## src/rtl/alu_pkg.sv

```systemverilog
// Shared types and constants for the accumulator stage and its ALU.
package alu_pkg;

    localparam int unsigned DATA_W = 8;
    localparam int unsigned OP_W   = 3;
    localparam int unsigned FLAG_W = 3;

    localparam int unsigned FLAG_C = 2;
    localparam int unsigned FLAG_N = 1;
    localparam int unsigned FLAG_Z = 0;

    typedef enum logic [OP_W-1:0] {
        OP_ADD = 3'b000,
        OP_SUB = 3'b001,
        OP_AND = 3'b010,
        OP_OR  = 3'b011,
        OP_XOR = 3'b100,
        OP_NOT = 3'b101,
        OP_SHL = 3'b110,
        OP_SHR = 3'b111
    } alu_op_e;

    typedef enum logic [1:0] {
        ST_IDLE = 2'b00,
        ST_EXEC = 2'b01,
        ST_RESP = 2'b10
    } state_e;

    // Command captured at the accept edge and held for the EXEC cycle.
    typedef struct packed {
        logic                load;
        alu_op_e             op;
        logic [DATA_W-1:0]   operand;
    } cmd_t;

endpackage

```

## src/rtl/alu_8bit.sv

```systemverilog
// Combinational 8-bit ALU: result plus carry, negative and zero flags.
module alu_8bit
    import alu_pkg::*;
(
    input  logic [DATA_W-1:0] a,
    input  logic [DATA_W-1:0] b,
    input  logic [OP_W-1:0]   opcode,
    output logic [DATA_W-1:0] result,
    output logic              carry,
    output logic              negative,
    output logic              zero
);

    logic [DATA_W:0] ext;

    // Carry on SUB is the inverted borrow out of bit 8.
    always_comb begin
        ext    = '0;
        result = '0;
        carry  = 1'b0;
        case (opcode)
            OP_ADD: begin
                ext    = {1'b0, a} + {1'b0, b};
                result = ext[DATA_W-1:0];
                carry  = ext[DATA_W];
            end
            OP_SUB: begin
                ext    = {1'b0, a} - {1'b0, b};
                result = ext[DATA_W-1:0];
                carry  = ~ext[DATA_W];
            end
            OP_AND: result = a & b;
            OP_OR:  result = a | b;
            OP_XOR: result = a ^ b;
            OP_NOT: result = ~a;
            OP_SHL: begin
                result = {a[DATA_W-2:0], 1'b0};
                carry  = a[DATA_W-1];
            end
            OP_SHR: begin
                result = {1'b0, a[DATA_W-1:1]};
                carry  = a[0];
            end
            default: result = '0;
        endcase
    end

    assign negative = result[DATA_W-1];
    assign zero     = (result == '0);

endmodule

```

## src/rtl/alu_accumulator.sv

```systemverilog
// Accumulator and flag registers around alu_8bit, with valid/ready command
// and response ports and a count of completed responses.
module alu_accumulator
    import alu_pkg::*;
#(
    parameter int unsigned CNT_W = 8
) (
    input  logic                clk,
    input  logic                rst,
    input  logic                cmd_valid,
    output logic                cmd_ready,
    input  logic                cmd_load,
    input  logic [OP_W-1:0]     cmd_op,
    input  logic [DATA_W-1:0]   cmd_operand,
    output logic                rsp_valid,
    input  logic                rsp_ready,
    output logic [DATA_W-1:0]   rsp_result,
    output logic [FLAG_W-1:0]   rsp_flags,
    output logic [DATA_W-1:0]   acc,
    output logic [CNT_W-1:0]    op_count
);

    state_e              state_q, state_d;
    cmd_t                cmd_q, cmd_d;
    logic [DATA_W-1:0]   acc_q, acc_d;
    logic [FLAG_W-1:0]   flags_q, flags_d;
    logic [CNT_W-1:0]    cnt_q, cnt_d;

    logic [DATA_W-1:0]   alu_result;
    logic                alu_carry;
    logic                alu_negative;
    logic                alu_zero;
    logic                cmd_fire;
    logic                rsp_fire;

    alu_8bit u_alu (
        .a        (acc_q),
        .b        (cmd_q.operand),
        .opcode   (cmd_q.op),
        .result   (alu_result),
        .carry    (alu_carry),
        .negative (alu_negative),
        .zero     (alu_zero)
    );

    assign cmd_fire = cmd_valid && cmd_ready;
    assign rsp_fire = rsp_valid && rsp_ready;

    // All state lives here; reset abandons any command in flight.
    always_ff @(posedge clk) begin
        if (rst) begin
            state_q <= ST_IDLE;
            cmd_q   <= '0;
            acc_q   <= '0;
            flags_q <= '0;
            cnt_q   <= '0;
        end else begin
            state_q <= state_d;
            cmd_q   <= cmd_d;
            acc_q   <= acc_d;
            flags_q <= flags_d;
            cnt_q   <= cnt_d;
        end
    end

    always_comb begin
        state_d = state_q;
        case (state_q)
            ST_IDLE: if (cmd_fire) state_d = ST_EXEC;
            ST_EXEC: state_d = ST_RESP;
            ST_RESP: if (rsp_ready) state_d = ST_IDLE;
            default: state_d = ST_IDLE;
        endcase
    end

    // Datapath next values; a load leaves the carry flag untouched.
    always_comb begin
        cmd_d   = cmd_q;
        acc_d   = acc_q;
        flags_d = flags_q;
        cnt_d   = cnt_q;
        case (state_q)
            ST_IDLE: begin
                if (cmd_fire) begin
                    cmd_d.load    = cmd_load;
                    cmd_d.op      = alu_op_e'(cmd_op);
                    cmd_d.operand = cmd_operand;
                end
            end
            ST_EXEC: begin
                if (cmd_q.load) begin
                    acc_d           = cmd_q.operand;
                    flags_d[FLAG_N] = cmd_q.operand[DATA_W-1];
                    flags_d[FLAG_Z] = (cmd_q.operand == '0);
                end else begin
                    acc_d           = alu_result;
                    flags_d[FLAG_C] = alu_carry;
                    flags_d[FLAG_N] = alu_negative;
                    flags_d[FLAG_Z] = alu_zero;
                end
            end
            ST_RESP: begin
                if (rsp_fire) cnt_d = cnt_q + CNT_W'(1);
            end
            default: ;
        endcase
    end

    always_comb begin
        cmd_ready = 1'b0;
        rsp_valid = 1'b0;
        if (state_q == ST_IDLE && !rst) cmd_ready = 1'b1;
        if (state_q == ST_RESP)         rsp_valid = 1'b1;
    end

    assign rsp_result = acc_q;
    assign rsp_flags  = flags_q;
    assign acc        = acc_q;
    assign op_count   = cnt_q;

endmodule

```

## config.mk

```make
export PLATFORM = sky130hd
export DESIGN_NAME = alu_accumulator
export DESIGN_NICKNAME = d
export VERILOG_FILES = /design/src/rtl/alu_pkg.sv /design/src/rtl/alu_8bit.sv /design/src/rtl/alu_accumulator.sv
export SDC_FILE = /design/constraint.sdc
export NUM_CORES = 1
export LEC_CHECK = 0
export BUFFER_PORTS_ARGS = -buffer_cell sky130_fd_sc_hd__buf_2
export CAP_MARGIN = 40
export CORE_MARGIN = 2
export CORE_UTILIZATION = 51
export CTS_CLUSTER_SIZE = 10
export DETAILED_ROUTE_END_ITERATION = 10
export PLACE_DENSITY = 0.76
export SLEW_MARGIN = 0
export SYNTH_ARGS = -nofsm -noshare
export SYNTH_HDL_FRONTEND = slang
export SYNTH_SLANG_ARGS = --single-unit
```

## constraint.sdc

```tcl
create_clock -name clk -period 2.1 [get_ports clk]
set_input_delay 0.105 -clock clk [delete_from_list [all_inputs] [get_ports clk]]
set_output_delay 0.105 -clock clk [all_outputs]
set_load 0.03 [all_outputs]
```

==> run metrics <==
slack of the critical path=-314.2 ps; fraction of registers with async set/reset=0%; Sw Ratio=a little over a third; Worst R2R End=rsp_flags[0]; clock transition at the registers of the reported paths=about 70 ps; synthesis-to-layout area growth=32.52%; status=finished with violations; maxcap violations=0; RSZ-0062 raised after global routing=yes; CP Capture Type=flop; R2R cell count=11; Commonest cells post-synth=44 x nand2_1, 32 x dfxtp_1, 30 x a21oi_1; internal power=~1.2 mW; Comb pwr share=about two fifths; violated checks=negative setup slack; yosys warns=0; Worst R2R Start=acc[0]; Total GRT Usage=between 20% and 30%; CP arrival=around 2600 ps; Reg2Reg Setup Slack=-310 ps; Sw Pwr=667.4 uW; DRT Pass-1 Iters=4; Seq/Total Area, Yosys=22.72%; Max Clk Rate=slightly above 400 MHz; class of the worst hold path=in2reg; die area=a little over 6000 sq um; largest area contributor in the netlist=dfxtp_1; hold buffers post-CTS=0; residual DRC count=0; Pwr Density=approximately 500 nW/um^2; Max VDD drop=approximately 0.69 mV; Placer Congestion=just over 0.9; clock sink count=32; post-detail-place hpwl=a little under 6 mm; GRT overflow=0; # IOs=45; Routed WL per cell=15.89 um; Vias=around 2900; Least-Margin Pin Slew=between 600 and 700 ps; Starting Density=between 50 and 60%; CTS tree=yes; Synth Flop Type=dfxtp_1; max_slew headroom=roughly 55%; Port Buffers=44; critical path class=reg2reg; hold path endpoint=cmd_q[2]; cell with the most instances after synthesis=nand2_1; Hold Fails Final Rpt=0; vias in the first global route=~2700; number of synthesized flops with an enable pin=0; power consumption=around 1.9 mW; share of power burned in registers=around a third; fill count=around 420; Starting DRT DRC Count=between 150 and 200; H-tree depth=2; share of cells above drive strength 1=around 40%; via/cell ratio=between 5 and 6; Slew Limit Fails=0; Leak=about 1.6 nW; Netlist cell types=a little under 70; diode count=0; FF+latch count, synth=32; Post-Syn Area=2820 sq um; syn nets=between 300 and 400; largest net degree at the start of global routing=21; # setup viols final=8; maximum fanout along the worst path=4; chip width=around 78 um; hold path start=cmd_operand[2]; synthesized area per cell=approximately 8 sq um; Die Height=about 78 um; Post-DRT Antenna Nets=0; Num CTS Buffers=5; row count=27; Clk Latency, worst-skew pair=between 200 and 300 ps; post-detailed-routing wire length=8.038 mm; CP Launch Type=flop; Mapped Cells=around 350; Final min period=roughly 2400 ps; core area=approximately 5400 sq um; top post-synthesis cells by area=dfxtp_1 23%, ha_1 11%, nand2_1 5.9%; hold path cells=3; clock skew=roughly 6.7 ps; first-pass GRT wire length=about 13 mm; period utilization=115.0%; Max clock buf depth=2; layout net count=476; area share of the largest cell type after synthesis=a little under a quarter; CTS root buf=clkbuf_8; clock power share=24.3%; Worst Path Required=about 2300 ps; antenna violations before repair=0; Fin Setup TNS=-972.5 ps
==> worst max-delay path, stage by stage, from the launching register on <==
cell and delay [ps]:
dfxtp_4 360, inv_4 60, ha_4 130, inv_2 30, fa_2 370, xor2_1 170, mux4_2 260, nand2b_4 120
a22oi_2 90, nor4b_2 340, nand3b_1 130, o41ai_1 240
==> routing by layer <==
metal,up-vias,wire (um),track usage (%)
li1,1392,-,-
met4,0,236,11.93
met5,-,0,0
met2,119,3802,41.29
met1,1339,3531,35.07
met3,19,467,2.989
==> cell type report <==
class	count	area (sq um)	area share, %
Tap cell	72	90.09	2.410
Timing Repair Buffer	107	729.5	19.52
Inverter	26	105.1	2.812
Multi-Input combinational cell	261	2066	55.27
Sequential cell	32	665.6	17.81
Clock inverter	1	5.005	0.1339
Clock buffer	7	76.32	2.042
==> kinds of logic (layout without fill, tap and decap cells) <==
group,after synthesis,in the layout,synth area share [%]
AOI/OAI and AO/OA,98,98,24.27
buffers and inverters,58,141,11.93
xor gates and xnor gates,13,13,4.037
adders and majority gates,27,27,12.51
muxes,13,13,5.723
DFF,32,32,22.72
and+or+nand+nor,110,110,18.81
==> how the worst max path moves through the flow <==
| stage | start | end | slack [ps] | cells past startpoint |
|---|---|---|---|---|
| after floorplan | acc[0] | acc[2] | -80 | 10 |
| after global placement | acc[0] | rsp_flags[0] | -160 | 11 |
| after detailed placement | cmd_q[0] | rsp_flags[0] | -200 | 10 |
| after CTS | acc[0] | rsp_flags[0] | -200 | 8 |
| after global routing | acc[0] | acc[2] | -410 | 10 |
| final | acc[0] | rsp_flags[0] | -310 | 11 |
==> power groups by stage <==
stage / Sequential [mW] / Combinational, mW / Clock, mW
2_1_floorplan: 0.702 / 0.417 / 0
3_3_place_gp: 0.671 / 0.646 / 0
3_5_place_dp: 0.673 / 0.657 / 0
4_1_cts: 0.660 / 0.708 / 0.461
5_1_grt: 0.666 / 0.816 / 0.497
6_report: 0.663 / 0.760 / 0.458
==> sequential cells by signal (all words and copies together), names as in the netlist <==
name and cells:
rsp_flags 2, cmd_q 12, state_q 2, op_count 8, acc 8
==> cells in the final DEF (no fill, tap or decap), types with 4 or more instances in the layout <==
master    count
inv_1        19
o211ai_1      5
xor2_1        7
dfxtp_1      22
a21o_1        4
ha_1         16
nor3_1        4
dfxtp_2       5
buf_2        44
inv_2         4
xnor2_1       6
a21oi_2       4
mux2i_1       9
dfxtp_4       5
nor2b_1       8
a21oi_1      26
nand2_1      44
nand2b_1      7
o21ai_1       5
ha_4          7
nor2_1       24
o21ai_0       7
a211oi_1      4
clkbuf_8      5
buf_4        58
==> metrics by stage <==
step	cells	setup slack, ps	util (%)	instance area, sq um	hold slack [ps]
floorplan	351	-80.48	-	2875	241.0
global placement	493	-156.1	62.64	3407	345.1
detailed placement	493	-202.0	62.64	3407	353.0
CTS	503	-204.9	65.86	3582	56.24
global route	506	-409.4	68.71	3737	49.05
finish	506	-314.2	68.71	3737	52.84
==> timing repair <==
| action | CTS | global route |
|---|---|---|
| hold endpoints to repair | 0 | 0 |
| gates resized for setup | 18 | 34 |
| pin swaps | 12 | 19 |
| endpoints found under the setup margin | 9 | 9 |
| setup buffers | 3 | 3 |
No activity file was read; power rests on OpenSTA's default activity.
